**config.mk**
```make
export PLATFORM = sky130hd
export DESIGN_NAME = branch_pred_queue
export DESIGN_NICKNAME = d
export VERILOG_FILES = /design/src/rtl/branch_pred_queue_pkg.sv /design/src/rtl/branch_pred_queue.sv
export SDC_FILE = /design/constraint.sdc
export NUM_CORES = 1
export LEC_CHECK = 0
export ABC_AREA = 0
export CORE_MARGIN = 5
export CORE_UTILIZATION = 40
export DETAILED_ROUTE_END_ITERATION = 16
export GPL_TIMING_DRIVEN = 0
export SYNTH_ARGS = -nofsm -noshare
export SYNTH_HDL_FRONTEND = slang
export SYNTH_SLANG_ARGS = --single-unit
```
**constraint.sdc**
```tcl
create_clock -name clk -period 15.35 [get_ports clk]
set_clock_uncertainty 0.2 [all_clocks]
set_input_delay 4.605 -clock clk [delete_from_list [all_inputs] [get_ports clk]]
set_output_delay 4.605 -clock clk [all_outputs]
set_load 0.005 [all_outputs]
```
**src/rtl/branch_pred_queue_pkg.sv**
```systemverilog
// Shared types for the branch prediction queue: entry layout, pointer/count
// widths and the age helper used for ordering decisions.
package branch_pred_queue_pkg;
  localparam int BPQ_DEPTH = 8;
  localparam int BPQ_TW    = $clog2(BPQ_DEPTH);
  localparam int BPQ_XLEN  = 32;

  typedef logic [BPQ_TW-1:0] ptr_t;
  typedef logic [BPQ_TW:0]   cnt_t;

  typedef struct packed {
    logic                valid;
    logic                resolved;
    logic [BPQ_XLEN-1:0] pc;
    logic [BPQ_XLEN-1:0] pred_pc;
  } entry_t;

  // Distance of tag from head in program order; larger means younger.
  function automatic ptr_t age(input ptr_t tag, input ptr_t head);
    return ptr_t'(tag - head);
  endfunction
endpackage

```
**src/rtl/branch_pred_queue.sv**
```systemverilog
// In-order tracker of predicted next PCs between fetch and EX; detects
// mispredicts on (possibly out-of-order) resolution and truncates younger work.
module branch_pred_queue
  import branch_pred_queue_pkg::*;
#(
  parameter int DEPTH = BPQ_DEPTH,
  parameter int TW    = $clog2(DEPTH),
  parameter int XLEN  = BPQ_XLEN
) (
  input  logic            clk,
  input  logic            rst,
  input  logic            alloc_valid,
  output logic            alloc_ready,
  input  logic [XLEN-1:0] alloc_pc,
  input  logic [XLEN-1:0] alloc_pred_pc,
  output logic [TW-1:0]   alloc_tag,
  input  logic            res_valid,
  input  logic [TW-1:0]   res_tag,
  input  logic            res_is_jb,
  input  logic [XLEN-1:0] res_next_pc,
  output logic            mispredict,
  output logic [XLEN-1:0] redirect_pc,
  output logic            btb_upd_valid,
  output logic [XLEN-1:0] btb_upd_pc,
  output logic [XLEN-1:0] btb_upd_target,
  output logic [TW:0]     count
);

  // The entry struct and pointer types are fixed by the package.
  if (DEPTH != BPQ_DEPTH || XLEN != BPQ_XLEN || TW != BPQ_TW) begin : g_param_chk
    $error("branch_pred_queue parameters must match branch_pred_queue_pkg");
  end

  entry_t ents [DEPTH];
  ptr_t   head, tail;
  entry_t hd, re;
  logic   res_hit, res_miss, do_retire, alloc_fire;

  always_comb begin
    hd         = ents[head];
    re         = ents[res_tag];
    res_hit    = res_valid && re.valid && !re.resolved;
    res_miss   = res_hit && (res_next_pc != re.pred_pc);
    do_retire  = hd.valid && hd.resolved;
    alloc_ready = (count != cnt_t'(DEPTH)) && !mispredict;
    // A same-cycle mispredict makes the incoming fetch wrong-path.
    alloc_fire = alloc_valid && alloc_ready && !res_miss;
  end

  assign alloc_tag = tail;

  always_ff @(posedge clk) begin
    if (rst) begin
      head           <= '0;
      tail           <= '0;
      count          <= '0;
      ents           <= '{default: '0};
      mispredict     <= 1'b0;
      redirect_pc    <= '0;
      btb_upd_valid  <= 1'b0;
      btb_upd_pc     <= '0;
      btb_upd_target <= '0;
    end else begin
      mispredict    <= res_miss;
      btb_upd_valid <= res_hit && res_is_jb;
      if (res_miss) redirect_pc <= res_next_pc;
      if (res_hit && res_is_jb) begin
        btb_upd_pc     <= re.pc;
        btb_upd_target <= res_next_pc;
      end

      for (int i = 0; i < DEPTH; i++)
        if (res_miss && age(ptr_t'(i), head) > age(res_tag, head))
          ents[i].valid <= 1'b0;
      if (res_hit) ents[res_tag].resolved <= 1'b1;

      if (alloc_fire)
        ents[tail] <= '{valid: 1'b1, resolved: 1'b0, pc: alloc_pc, pred_pc: alloc_pred_pc};

      if (do_retire) begin
        ents[head].valid <= 1'b0;
        head             <= ptr_t'(head + ptr_t'(1));
      end

      if (res_miss) begin
        tail  <= ptr_t'(res_tag + ptr_t'(1));
        count <= cnt_t'(cnt_t'(age(res_tag, head)) + cnt_t'(1) - cnt_t'(do_retire));
      end else begin
        tail  <= ptr_t'(tail + ptr_t'(alloc_fire));
        count <= cnt_t'(count + cnt_t'(alloc_fire) - cnt_t'(do_retire));
      end
    end
  end

endmodule

```
# Word level (Yosys, flattened, before mapping)
# Cells that the tools add are included.
# classes
addsub,16
n_lt_le_gt_ge,14
eq_ne,2
mux,38
n_bitwise,3
reduce_logical,22
# ops
op,count
$mux W528,5
$bwmux W528,3
$demux W66 S3,3
$bmux W66 S3,2
$mux W66,6
$mux W65,1
$ne A32 B32 Y1,1
$gt A3 B3 Y1,8
$logic_and A1 B1 Y1,19
$mux W1,16
$ge A4 B4 Y1 const B,3
$lt A4 B1 Y1 const B,3
$not A3 Y4,3
$sub A3 B3 Y3 const A,4
$sub A4 B1 Y4,2
$add A3 B1 Y3 const B,2
$sub A1 B3 Y3 const A,2
$sub A2 B3 Y3 const A,2
$add A3 B1 Y4 const B,1
$add A4 B1 Y4,1
$mux W4,1
$ne A4 B4 Y1 const B,1
$add A3 B1 Y3,1
$logic_not A1 Y1,3
2 further kinds,2
# word_totals
register_bits,636
in_bits,104
out_inout_bits,106

# Longest topological paths before layout
# depth
depth_word,18
depth_mapped,22

# Worst setup path after synthesis
# No wires, ideal clock.
# synth_timing
path_type,input-to-reg
startpoint,input res_tag[2]
endpoint,register count[2]
setup_time_ns,0.128
arrival_time_ns,8.735
required_ns,15.022
setup_slack_ns,6.288
cell_stages,21
n_path_buf,4
cell_sequence,buf_2 -> buf_2 -> nor3b_1 -> a22oi_1 -> nand4_1 -> xnor2_1 -> nand4_1 -> or4_1 -> o41ai_4 -> buf_2 -> buf_2 -> and3_1 -> inv_1 -> ha_1 -> inv_1 -> ha_1 -> inv_1 -> fa_1 -> xnor2_1 -> mux2i_1 -> nor2_1
# synth_between
elab_chain_cells,12
word_cells_on_any_way,17
classes_between,add/sub: 5; eq/ne: 1; mux: 4; bitwise: 1; reduce/logical: 6
# synth_rtl
element,line,text
start: declaration,branch_pred_queue.sv:18,"input logic [TW-1:0] res_tag,"
branches (longest 11 deep; another with $add A4 B1 Y4),n/a,
$mux W4 (*),branch_pred_queue.sv:85,if (res_miss) begin
end signal: assignment,branch_pred_queue.sv:87,"count <= cnt_t'(cnt_t'(age(res_tag, head)) + cnt_t'(1) - cnt_t'(do_retire));"
end signal: assignment,branch_pred_queue.sv:90,count <= cnt_t'(count + cnt_t'(alloc_fire) - cnt_t'(do_retire));
end: declaration,branch_pred_queue.sv:26,output logic [TW:0] count
# Every way passes the cells marked *. The select of a mux whose other input is x is not followed.
# A chain may end at the register's enable or synchronous reset.

# Final worst setup path
# layout_timing
startpoint,input res_tag[1]
endpoint,register count[2]
# The elaborated chain is that of the path after synthesis.

==> results.yml <==
run_status:
  status: "finished clean"
synth:
  synth_cell_types: 53
  ys_seq_area_frac: 0.444
  yosys_warnings: 0
  ys.flop_type: "dfxtp_1"
  ys_ff_latch: 636
  synth_nets: 2922
  synth.cell_area_um2: 28700
  syn_area_per_cell_um2: 10.3
  async_flop_share: 0
  netlist_instances: 2785
  synth_edf_count: 0
clock_tree:
  clk_path_buf_depth: 3
  cts-buffers-inserted: 70
  holdBufCountCts: 0
  clockRootBuffer: "clkbuf_16"
  cts.sinks: 636
  cts_tree: "yes"
  cts_setup_buffers: 0
  path_clk_slew_ps: 60
  cts-resized-gates: 0
  insertion_delay_ps: 620
  htreeDepth: 3
worst_setup_path:
  critPathMaxFanout: 10
  path_class: "input port to flip-flop"
  worst_setup_path_start_kind: "input port"
  worst_ep_required_time_ps: 15650
  cp.arrival_ps: 11230
  worst_setup_path_end_kind: "flip-flop"
timing:
  rsz0062_at_grt: "false"
  whs_ps: 255
  setup_viol: 0
  tightest_slew_ps: 1370
  fmax_mhz: 91.5
  fin_crit_ps: 10930
  fin_tns_setup_ps: 0
  fin_crit_sh: 0.712
  drv_slew: 0
  hold_viol_final: 0
  maxSlewHeadroom: 0.0826
global_route:
  grt_usage: 0.260
  grt_pass1_wl_um: 154000
  grt_max_degree: 15
  first_global_vias: 23635
  antenna_found_initial: 3
  overflow: 0
detailed_routing:
  vias: 22781
  routed_wl_um: 105000
  drt-initial-drc-count: 2043
  firstDrtPassIters: 7
  wl_per_cell_um: 25.7
  vias_per_cell: 5.60
  detail-route-antenna-nets: 0
  drc_errors: 0
floorplan:
  die-area_um2: 77100
  die_h_um: 278
  die_w_um: 278
  start_util: 0.402
  ioPinCount: 210
  rows: 98
  fp.coreArea_um2: 71200
power_and_ir_drop:
  power_leakage_nw: 14.9
  power.switching_mw: 1.04
  peakVddDrop_uv: 65.3
  totalPowerFinal_mw: 3.94
  p_sw_frac: 0.263
  p_clk_frac: 0.432
  seqPwrFrac: 0.445
  power.share.combinational: 0.123
  p_int_mw: 2.91
  power.density_nw_per_um2: 115
cells_and_area:
  area_growth_syn_to_layout_pct: 19.6
  mostFrequentLayoutCells: "dfxtp_1 (636), mux2i_1 (601), nand2b_1 (578)"
  drive_gt1_frac: 0.0776
  insertedDiodeCount: 0
  final_cells: 4070
  fin_nets: 3205
  final_common_cell: "dfxtp_1"
hold_path:
  hold_path.class: "flip-flop to flip-flop"
placement:
  io_buffers: 207
  dp_hpwl_um: 72600
  placed_cells: 3946
  gp_congestion: 0.857
flow_run:
  max-cap-violations: 0
## worst max-delay path, stage by stage
cell and delay, ps:
clkdlybuf4s50_1 710, buf_2 380, buf_4 270, nor2_1 1050
a221oi_1 230, o22ai_1 400, xnor2_1 220, nand4_1 120
or4_1 580, o41ai_4 460, buf_2 390, buf_2 290
and3_1 210, inv_1 50, ha_1 260, inv_1 60
ha_1 150, inv_1 60, fa_1 410, xnor2_1 140
mux2i_1 130, nor2_1 50
## synthesized netlist by cell type, types with 4 or more instances
cell,count,area [um^2]
buf_1,74,278
a31o_2,4,35.0
a21o_1,5,37.5
xnor2_1,18,158
nor3_1,7,35.0
mux4_2,28,631
a221oi_1,86,753
buf_2,79,395
dfxtp_1,636,12700
o21ai_0,22,110
a311oi_1,33,289
and2_1,8,50.1
xor2_1,24,210
nor2b_1,5,31.3
clkbuf_1,122,458
nor3b_1,4,30.0
mux2_2,12,135
nand2b_1,578,3620
a22oi_1,24,180
nand2_1,78,293
nand4_1,10,62.6
a21oi_1,60,300
nand3_1,9,45.0
mux2i_1,601,6020
inv_1,23,86.3
nor2_1,94,353
ha_1,31,388
o22ai_1,8,50.1
a22o_1,59,517
## worst paths after layout
path,depth (start not counted),end,start,slack [ps]
min,2,btb_upd_target[26]$_SDFFE_PP0P_,btb_upd_target[26]$_SDFFE_PP0P_,260
max,22,count[2]$_SDFF_PP0_,res_tag[1],4420
min reg2reg,2,btb_upd_target[26]$_SDFFE_PP0P_,btb_upd_target[26]$_SDFFE_PP0P_,260
max reg2reg,18,count[2]$_SDFF_PP0_,flip-flop,10040
## power groups by stage
stage	registers [mW]	logic [mW]	clock network, mW
global route	1.76	0.510	1.79
global placement	1.79	0.469	0
detailed placement	1.79	0.478	0
finish	1.76	0.484	1.70
floorplan	1.78	0.276	0
CTS	1.76	0.480	1.72
## metrics by stage
| step | instance area, um^2 | worst slack (ps) | utilization |
|---|---|---|---|
| 3_5_place_dp | 32000 | 3950 | 0.449 |
| 4_1_cts | 34300 | 4580 | 0.481 |
| 3_3_place_gp | 31900 | 3150 | 0.448 |
| 2_1_floorplan | 28700 | 6290 | - |
| 6_report | 34300 | 4420 | 0.481 |
| 5_1_grt | 34300 | 4260 | 0.481 |
## logic make-up (layout without fill, tap and decap cells)
| family | Yosys count | in the layout | share of synthesized area |
|---|---|---|---|
| AO/OA/AOI/OAI | 321 | 321 | 0.0858 |
| buffers and inverters | 301 | 636 | 0.0430 |
| XOR/XNOR | 42 | 42 | 0.0128 |
| adder cells (fa/ha/maj) | 33 | 33 | 0.0149 |
| AND/OR/NAND/NOR | 811 | 811 | 0.163 |
| flip-flops | 636 | 636 | 0.444 |
| multiplexers | 641 | 641 | 0.237 |
## final cells by class
class | instances | area (um^2)
fillers | 6489 | 37000
multi-input cells | 1848 | 14700
flip-flops and latches | 636 | 12700
repair buffers | 211 | 2120
clock buffers | 104 | 2070
well taps | 950 | 1190
plain buffers | 276 | 1140
clock inverters | 20 | 216
inverters | 25 | 93.8
## per-layer routing
metal,vias up,wire [um],GRT usage
met5,-,0,0
li1,10253,-,-
met3,217,6840,0.0475
met4,0,4080,0.105
met1,11461,45500,0.341
met2,850,48300,0.426
Power figures use the tool's default switching activity.
==> variant, RTL diff (same flow settings) <==
`BPQ_XLEN`: 32 -> 28.
--- a/src/rtl/branch_pred_queue_pkg.sv
+++ b/src/rtl/branch_pred_queue_pkg.sv
@@ -3,7 +3,7 @@
 package branch_pred_queue_pkg;
   localparam int BPQ_DEPTH = 8;
   localparam int BPQ_TW    = $clog2(BPQ_DEPTH);
-  localparam int BPQ_XLEN  = 32;
+  localparam int BPQ_XLEN  = 28;
 
   typedef logic [BPQ_TW-1:0] ptr_t;
   typedef logic [BPQ_TW:0]   cnt_t;
Interface: changed (6 resized); port bits go from 210 to 186. The function was not compared with the original's and may differ.
==> variant against the original RTL <==
Count of clock-buffer cells in the layout fell by 16; design area fell by 10%; sequential cell count fell by 76; area after synthesis fell by 10%; worst setup slack improved by 920 ps; critical endpoint unchanged; wire length fell by 16%; largest cell class unchanged; total power fell by 9.9%.
==> variant: results (changes against the original RTL) <==
vias in the first global route -> 20,330 (was 23,635)
number of port buffers -> 183 (was 207)
Slew Limit Headroom -> 13.6% (was 8.26%)
GRT Overall Usage -> 24.2% (was 26.0%)
outcome -> completed (unchanged)
CTS root buffer -> clkbuf_16 (unchanged)
Switch Pwr -> 0.000925 W (was 0.00104 W)
Via-to-Cell Ratio -> 5.41 (was 5.60)
worst skew pair latency -> 640 ps (was 620 ps)
Max clock buf depth -> 3 (unchanged)
Final Wtd Congestion -> 0.876 (was 0.857)
global-route wire length before repair -> 130 mm (was 154 mm)
Cells after Synth -> 2,515 (was 2,785)
Buf/Inv on CP -> 9 (was 8)
Slowest Stage Delay on Critical Path -> 590 ps (was 1050 ps)
Hold EP -> btb_upd_target[0] (was btb_upd_target[26])
layout filler cell count -> 5,896 (was 6,489)
sequential power -> 0.00156 W (was 0.00176 W)
synth cell count leaders -> dfxtp_1 (560), nand2b_1 (505), mux2i_1 (493), nand2_1 (152), clkbuf_1 (115) (was dfxtp_1 (636), mux2i_1 (601), nand2b_1 (578), clkbuf_1 (122), nor2_1 (94))
mux cell area share after synthesis -> 24.6% (was 23.7%)
DRT met1 WL -> 39.4 mm (was 45.5 mm)
placed cells -> 3,557 (was 3,946)
combinational power share -> 13.7% (was 12.3%)
CTS H-tree depth -> 2 (was 3)
Synth Area in Compound Gates -> 7.20% (was 8.58%)
flop-to-flop setup slack -> 10,420 ps (was 10,040 ps)
sequential fraction of the synthesis area -> 43.6% (was 44.4%)
Synth Area in Adders -> 1.66% (was 1.49%)
critical path's slowest cell -> clkdlybuf4s50_1 (was nor2_1)
wire length on met3 -> 5.16 mm (was 6.84 mm)
CTS buffer count -> 59 (was 70)
syn_nets -> 2,640 (was 2,922)
initial antenna violation count -> 0 (was 3)
routed wl met2 -> 41.0 mm (was 48.3 mm)
Max rail drop VDD -> 85.0 uV (was 65.3 uV)
final hold slack -> 253 ps (was 255 ps)
period utilization -> 65.2% (was 71.2%)
Crit Path Max Fanout -> 10 (unchanged)
drt pass-1 iters -> 6 (was 7)
Distinct cells, synth -> 59 (was 53)
worst hold start -> btb_upd_target[0] (was btb_upd_target[26])
share of layout cells above drive strength 1 -> 8.77% (was 7.76%)
total number of vias -> 19,816 (was 22,781)
FFs w/ async S/R, synth -> 0% (unchanged)
placed cell area -> 28,700 um^2 (was 32,000 um^2)
worst slack at placement -> 4660 ps (was 3950 ps)
largest net degree at the start of global routing -> 16 (was 15)
top post-synthesis cells by area -> dfxtp_1 (44%), mux2i_1 (19%), nand2b_1 (12%) (was dfxtp_1 (44%), mux2i_1 (21%), nand2b_1 (13%))
Leak -> 13.1 nW (was 14.9 nW)
initial drt markers -> 1,504 (was 2,043)
Post-Synth XOR/XNOR Area -> 1.19% (was 1.28%)
Net count, final -> 2,888 (was 3,205)
WL per Instance -> 24.0 um (was 25.7 um)
Max Slew Vio Count -> 0 (unchanged)
post-DP HPWL -> 61.2 mm (was 72.6 mm)
==> variant: changes by cell type after synthesis, sizes merged, moves of 13 or more <==
cell,change
a21oi,+35
mux2i,-108
nor2,-26
a22o,-27
mux4,+28
a311oi,-16
nor3,+13
a22oi,-15
nand2b,-73
buf,-25
dfxtp,-76
a221oi,-35
nand2,+74
==> variant: layout make-up <==
class	count	area [um^2]	area share [%]
multi-input combinational	1685	13400	43.5
clock buffer	88	1750	5.68
sequential	560	11200	36.5
clock inverter	15	273	0.887
buffer	244	1090	3.54
inverter	26	97.6	0.317
timing repair buffer	187	1880	6.12
tap	855	1070	3.48
==> variant: per-layer routing <==
layer / global-route usage (%) / vias up
met1: 33.3 / 9926
li1: - / 9162
met5: 0 / -
met4: 5.89 / 0
met2: 40.3 / 609
met3: 3.92 / 119
